File: config.mk
export PLATFORM = sky130hd
export DESIGN_NAME = bcd_delay_timer
export DESIGN_NICKNAME = d
export VERILOG_FILES = /design/src/rtl/bcd_delay_timer.sv
export SDC_FILE = /design/constraint.sdc
export NUM_CORES = 1
export LEC_CHECK = 0
export ABC_AREA = 1
export ABC_CLOCK_PERIOD_IN_PS = 4300
export CAP_MARGIN = 10
export CORE_MARGIN = 3
export CORE_UTILIZATION = 30
export CTS_BUF_LIST = sky130_fd_sc_hd__clkbuf_8 sky130_fd_sc_hd__clkbuf_16
export CTS_CLUSTER_SIZE = 12
export DETAILED_ROUTE_END_ITERATION = 10
export GPL_ROUTABILITY_DRIVEN = 0
export GPL_TIMING_DRIVEN = 0
export HOLD_SLACK_MARGIN = 0.12
export SETUP_SLACK_MARGIN = 0.4
export SLEW_MARGIN = 15
export SYNTH_ARGS = -nofsm -noshare
export SYNTH_HDL_FRONTEND = slang
export SYNTH_SLANG_ARGS = --single-unit
File: constraint.sdc
create_clock -name clk -period 4.3 [get_ports clk]
set_input_delay 0.86 -clock clk [delete_from_list [all_inputs] [get_ports clk]]
set_output_delay 0.86 -clock clk [all_outputs]
set_load 0.01 [all_outputs]
File: src/rtl/bcd_delay_timer.sv
// N-digit BCD timer: WAIT mode counts to a target, MEASURE mode counts to stop.
// Built-in prescaler drives the count tick; overflow and bad targets are flagged.
module bcd_delay_timer #(
  parameter int NUM_DIGITS = 4,
  parameter int TICK_DIV   = 100000
) (
  input  logic                    clk,
  input  logic                    rst,
  input  logic                    clr,
  input  logic                    start,
  input  logic                    stop,
  input  logic                    mode,
  input  logic [4*NUM_DIGITS-1:0] target,
  output logic [4*NUM_DIGITS-1:0] digits,
  output logic                    busy,
  output logic                    done,
  output logic                    error_long_delay,
  output logic                    bad_target
);

  localparam int W  = 4 * NUM_DIGITS;
  localparam int PW = (TICK_DIV > 1) ? $clog2(TICK_DIV) : 1;
  localparam logic [PW-1:0] P_LAST = PW'(TICK_DIV - 1);

  typedef enum logic [1:0] {
    S_IDLE,
    S_RUN,
    S_DONE,
    S_ERROR
  } state_t;

  state_t        state;
  logic [PW-1:0] presc;
  logic          mode_q;
  logic [W-1:0]  target_q;

  logic          tick;
  logic          match;
  logic          all_nines;
  logic          target_ok;
  logic          carry;
  logic [3:0]    nib;
  logic [W-1:0]  digits_inc;

  // Tick, target match, BCD ripple increment and target validity
  always_comb begin
    tick       = (presc == P_LAST);
    match      = (digits == target_q);
    all_nines  = 1'b1;
    target_ok  = 1'b1;
    carry      = 1'b1;
    nib        = 4'd0;
    digits_inc = '0;
    for (int i = 0; i < NUM_DIGITS; i++) begin
      nib = digits[4*i +: 4];
      if (nib != 4'd9)
        all_nines = 1'b0;
      if (target[4*i +: 4] > 4'd9)
        target_ok = 1'b0;
      if (!carry) begin
        digits_inc[4*i +: 4] = nib;
      end else if (nib == 4'd9) begin
        digits_inc[4*i +: 4] = 4'd0;
      end else begin
        digits_inc[4*i +: 4] = nib + 4'd1;
        carry = 1'b0;
      end
    end
  end

  // Control FSM with registered outputs; match beats stop beats tick
  always_ff @(posedge clk) begin
    if (rst || clr) begin
      state            <= S_IDLE;
      digits           <= '0;
      presc            <= '0;
      mode_q           <= 1'b0;
      target_q         <= '0;
      busy             <= 1'b0;
      done             <= 1'b0;
      error_long_delay <= 1'b0;
      bad_target       <= 1'b0;
    end else begin
      done       <= 1'b0;
      bad_target <= 1'b0;
      case (state)
        S_RUN: begin
          if (!mode_q && match) begin
            state <= S_DONE;
            busy  <= 1'b0;
            done  <= 1'b1;
          end else if (stop) begin
            busy <= 1'b0;
            if (mode_q) begin
              state <= S_DONE;
              done  <= 1'b1;
            end else begin
              state <= S_IDLE;
            end
          end else if (tick) begin
            presc <= '0;
            if (all_nines) begin
              state            <= S_ERROR;
              busy             <= 1'b0;
              error_long_delay <= 1'b1;
            end else begin
              digits <= digits_inc;
            end
          end else begin
            presc <= presc + 1'b1;
          end
        end
        default: begin
          if (start && (mode || target_ok)) begin
            mode_q           <= mode;
            target_q         <= target;
            digits           <= '0;
            presc            <= '0;
            error_long_delay <= 1'b0;
            busy             <= 1'b1;
            state            <= S_RUN;
          end else if (start) begin
            bad_target <= 1'b1;
          end
        end
      endcase
    end
  end

endmodule

After elaboration in Yosys (flattened, before gate mapping). Cells that the tools add are included.

Register bits: 56. Output and inout port bits: 20.

Equality and inequality tests: 21. Add/sub/neg operators: 5. Bitwise gates (word level): 1. Multiplexer cells: 54. Reduce and logical (&&, ||, !) cells: 16. Magnitude comparators: 4.

Operators by type and width (count): 2-to-1 mux 16 bit (6); 2-to-1 mux 17 bit (5); 2-to-1 mux 1 bit (29); 2-to-1 mux 4 bit (7); inequality test 4 bit, second input constant (6); AND reduction 6 bit (3); adder 17 x 1 -> 17 bit, second input constant (1); == test 17 bit, second input constant (1); adder 4 x 1 -> 4 bit, second input constant (4); == test 16 bit (1); == test 4 bit, second input constant (4); greater-than comparator 4 bit, second input constant (4); inequality test 2 bit, second input constant (8); 2-to-1 mux 2 bit (7); AND reduction 5 bit (2); AND reduction 3 bit (2); OR reduction 3 bit (1); == test 2 x 1 -> 1 bit, second input constant (1); logical AND 1 bit (2); logical OR 1 bit (2); AND reduction 2 bit (1); nonzero test 2 bit (1); OR reduction 2 bit (1); logical NOT 1 bit (1); inverter 1 bit (1).

Longest topological paths before layout.
Word-level depth: 10. Depth in mapped cells: 13. Depth with buffers taken out: 13.

Worst setup path before layout. Ideal clock, no wire load.

Path kind: input to register. Start point: input port target[11]. End point: register presc[11]. Slack: 2.291 ns. Stages: 11. Arrival time: 1.939 ns. Library setup time: 0.070 ns. Data required time: 4.230 ns. Path through: inv_1 -> nor2_1 -> nor2_1 -> nand2_1 -> nand2_1 -> a21oi_4 -> inv_4 -> nand2_4 -> buf_6 -> nand2_1 -> a21oi_1.

Cells in the longest elaborated chain, start to end: 7.

Ends and longest elaborated chain: start, declared (line 13) `input logic [4*NUM_DIGITS-1:0] target,`; greater-than comparator 4 bit (line 58) `if (target[4*i +: 4] > 4'd9)`; 2-to-1 mux 1 bit (2 in a row) (line 58); logical OR 1 bit (line 114) `if (start && (mode || target_ok)) begin`; logical AND 1 bit (line 114); nonzero test 2 bit (no source line); AND reduction 3 bit (no source line); end signal, assigned (line 110) `presc <= presc + 1'b1;`; end, declared (line 33) `logic [PW-1:0] presc;`.

No other way between the ends. A chain may end at the register's enable or synchronous reset.

Worst setup path in the final report.
Start point: input port target[15]. End point: register target_q[13].

Cells in the longest elaborated chain, start to end: 5.

Ends and longest elaborated chain: greater-than comparator 4 bit (line 58); 2-to-1 mux 1 bit (line 58); logical OR 1 bit (line 114); logical AND 1 bit (line 114); AND reduction 2 bit (no source line); end signal, assigned (line 116) `target_q <= target;`; end, declared (line 35) `logic [W-1:0] target_q;`.

No other way between the ends.

==> impl_summary.md <==
STA
The slew at the pin closest to its max-slew limit is 0.594 ns. Across the routed clock network, the largest skew measured is 0.0121 ns. Setup repair after global routing left no endpoint under its margin. In the post-route analysis, the smallest setup slack over all paths is 1.73 ns.

The number of endpoints with negative hold slack in the final report is 0. Hold is met by 0.466 ns. The number of setup violations in the final report is 0. The final critical-path share of the clock period is 59.7%. The worst max-slew margin expressed relative to the limit is 60.4%. Static timing analysis puts the maximum clock frequency at 0.390 GHz. In the final timing run, aggregate negative setup slack is 0 ns. The time the final worst path needs with I/O delays and setup is 2.57 ns.

The number of pins with negative max-slew slack in the final report was 0.

Cells and area
The net count of the finished layout is 602. Cells fill 38.0% of the core in the end. The number of inserted diodes is 0. The synthesis-to-layout area growth is 21.2%. In the final layout, the multi-input gates occupy 0.00200 sq mm.

The filler cells instantiated in the layout total 1212. Registers take 0.00112 sq mm. Of the cells placed in the final design, the portion with a size suffix greater than 1 is 9.97%.

GRT
The combined global-route utilization of all metal layers is 15.0%. The global-route wire length before repair is 15700 um. The met1 usage in global routing is 19.5%. For met3 alone, demand over resource in global routing was 2.41%. The initial antenna violation count came to 0.

The largest net degree at the start of global routing is 19. The via count of the first global-routing pass is 3256. After global routing, the most crowded layer is met2.

Global routing finished with a remaining overflow of 0. The global-route track usage on met2 is 25.7%.

Clock network
Post-CTS timing repair inserted 0 buffers for setup. Clock-pin slew was measured on the worst setup and hold paths at 0.08 ns. TritonCTS built the clock tree. For this design, the CTS-stage hold fixing added 0 buffers.

After clock tree synthesis, the repair step resized 0 gates. TritonCTS created 5 clock buffers. The clock tree root driver cell is sky130_fd_sc_hd__clkbuf_16. The H-tree was split into 2 levels. The clock drives 56 sinks.

Clock latency on the worst-skew pair, taken at its later pin, is 0.30 ns. The largest buffer count on any clock path is 2.

Synth
In this run the biggest area consumer among cell types represents 32.4% of the synthesized area. After synthesis, the netlist uses 34 different library cells. In this run, synthesis produced a sequential element count of 56. After synthesis, the most frequently instantiated cells are sky130_fd_sc_hd__nand2_1, sky130_fd_sc_hd__nor2_1, sky130_fd_sc_hd__dfxtp_1, sky130_fd_sc_hd__nand3_1, sky130_fd_sc_hd__inv_1. Of the synthesized area, sequential elements account for 32.4%. After synthesis, the share of flip-flops with an asynchronous set or reset is 0%.

The post-synthesis cell count is 523. The cell with the most instances after synthesis is sky130_fd_sc_hd__nand2_1. The leading area contributor after synthesis is sky130_fd_sc_hd__dfxtp_1. After synthesis, the mean cell area works out to 6.61 sq um. Sorting the synthesized cells by area gives the leading types as sky130_fd_sc_hd__dfxtp_1, sky130_fd_sc_hd__nand2_1, sky130_fd_sc_hd__nand3_1. The dominant synthesized flop cell is sky130_fd_sc_hd__dfxtp_1. Synthesis produced a netlist with a net count of 554. The total standard cell area after synthesis is 0.00346 sq mm. The synthesized design contains 0 enable-type register cells. Yosys printed 0 warnings.

Power and ir drop
IR analysis of the VDD net gives a maximum drop of 0.000159 V. Summed over all cells, the static leakage comes to 1.54 nW. For this design the ratio of total power to cell area is 282 mW/mm^2.

Floorplanning
In this run the core area contains 38 standard-cell rows. The overall die width is 113 um. For this design the top-level I/O count stands at 42. Once the floorplan was initialized, standard cells occupied 31.3% of the core.

After floorplanning, the core was sized to cover 0.0110 sq mm. The floorplan step set the die height to 113 um. The die covers 0.0128 sq mm.

Flow run
The max-capacitance violation count is 0.

Min path
The class of the worst hold path is flop to flop.

Drt
The pre-antenna-repair detailed-routing pass consisted of 4 iterations. The count of nets left with antenna violations after detail routing is 0. The first routing iteration left 85 violations.

The mean number of vias per cell is 4.79. In the final routed layout, each cell accounts on average for 12.9 um. In the routed design, unresolved DRC markers number 0. The overall via count from detail_route is 3409. The wire length after detailed routing is 9210 um.

Placement
During placement, the flow inserted port buffers numbering 41. Timing analysis after detailed placement gives a worst setup slack of 1.41 ns. After legalization and detailed placement, the total HPWL measured 7140 um.

Setup path
The kind of critical path is primary input to flop. The required time of the worst setup path is 4.47 ns. The type of origin of the critical path is a primary input. STA classifies the critical path endpoint as a flop. In this run the worst path has a maximum fanout of 10.

Data arrives at the worst endpoint at 2.73 ns.

Run status
The flow ran to the end, and the final reports show no timing, DRC or antenna violations.
kinds of logic after synthesis:
logic type                 synth area share, %
AOI/OAI and AO/OA                         10.4
xor gates and xnor gates                  3.80
adders and majority gates                 3.26
buffers and inverters                     9.84
DFF                                       32.4
and+or+nand+nor                           40.3
stage by stage:
| step | cell area (sq um) | total power, mW | instances |
|---|---|---|---|
| after floorplan | 3460 | 0.698 | 523 |
| after global routing | 4190 | 1.25 | 712 |
| after detailed placement | 4040 | 0.777 | 704 |
| after global placement | 4040 | 0.775 | 704 |
| after CTS | 4190 | 1.20 | 712 |
| final | 4190 | 1.18 | 712 |
cell usage in the layout (no fill, tap or decap), types with 2 or more instances in the layout:
| master | instances |
|---|---|
| sky130_fd_sc_hd__nand2_1 | 122 |
| sky130_fd_sc_hd__nor2_1 | 63 |
| sky130_fd_sc_hd__dfxtp_1 | 56 |
| sky130_fd_sc_hd__nand3_1 | 52 |
| sky130_fd_sc_hd__inv_1 | 51 |
| sky130_fd_sc_hd__a21oi_1 | 44 |
| sky130_fd_sc_hd__clkdlybuf4s50_1 | 41 |
| sky130_fd_sc_hd__o21ai_0 | 16 |
| sky130_fd_sc_hd__nand4_1 | 15 |
| sky130_fd_sc_hd__inv_2 | 13 |
| sky130_fd_sc_hd__xor2_1 | 11 |
| sky130_fd_sc_hd__nor3_1 | 10 |
| sky130_fd_sc_hd__ha_1 | 9 |
| sky130_fd_sc_hd__clkbuf_1 | 6 |
| sky130_fd_sc_hd__buf_2 | 6 |
| sky130_fd_sc_hd__nand2_4 | 5 |
| sky130_fd_sc_hd__or2_2 | 5 |
| sky130_fd_sc_hd__nor3b_1 | 5 |
| sky130_fd_sc_hd__clkbuf_16 | 5 |
| sky130_fd_sc_hd__xnor2_1 | 4 |
| sky130_fd_sc_hd__o21ai_1 | 4 |
| sky130_fd_sc_hd__nor2_2 | 3 |
| sky130_fd_sc_hd__nand3_2 | 3 |
| sky130_fd_sc_hd__nand2_2 | 3 |
| sky130_fd_sc_hd__buf_4 | 2 |
| sky130_fd_sc_hd__nand3_4 | 2 |
| sky130_fd_sc_hd__nor2_8 | 2 |
| sky130_fd_sc_hd__buf_6 | 2 |
| sky130_fd_sc_hd__nand3b_1 | 2 |
metal layers:
metal | part of all wire, % | routed length (um)
met1 | 47 | 4300
met2 | 48 | 4450
met3 | 3.5 | 319
met4 | 1.4 | 127
met5 | 0 | 0
final cells by class:
| cell class | count | share of cell area [%] |
|---|---|---|
| Multi-Input combinational cell | 385 | 47.6 |
| Buffer | 16 | 2.15 |
| Inverter | 66 | 5.97 |
| Timing Repair Buffer | 41 | 9.79 |
| Clock buffer | 5 | 2.99 |
| Sequential cell | 56 | 26.8 |
| Clock inverter | 3 | 0.537 |
| Tap cell | 140 | 4.18 |
final timing paths:
check | endpoint | slack [ns] | cells past startpoint | startpoint
setup reg to reg | presc[14] | 2.35 | 10 | digits[4]
setup / recovery | target_q[13] | 1.73 | 9 | target[15]
hold / removal | busy | 0.47 | 2 | busy
hold reg to reg | busy | 0.47 | 2 | busy
critical path, cell delays in order:
cell and delay, ns:
sky130_fd_sc_hd__clkdlybuf4s50_1 0.47, sky130_fd_sc_hd__inv_1 0.04, sky130_fd_sc_hd__nor2_1 0.17, sky130_fd_sc_hd__nor2_1 0.07, sky130_fd_sc_hd__nand2_1 0.06, sky130_fd_sc_hd__nand2_1 0.10, sky130_fd_sc_hd__nand3_1 0.30, sky130_fd_sc_hd__clkbuf_1 0.51
sky130_fd_sc_hd__a21oi_1 0.15
power by group:
part	internal [mW]	switching, mW
clock network	0.219	0.199
registers	0.532	0.0135
logic	0.0834	0.135
flip-flops by register name, summed over array words and instances, names as in the netlist:
signal,cells
presc,17
digits,16
target_q,16
state,2
bad_target,1
busy,1
done,1
error_long_delay,1
mode_q,1
Note: power is estimated with default switching activity, not from simulation.
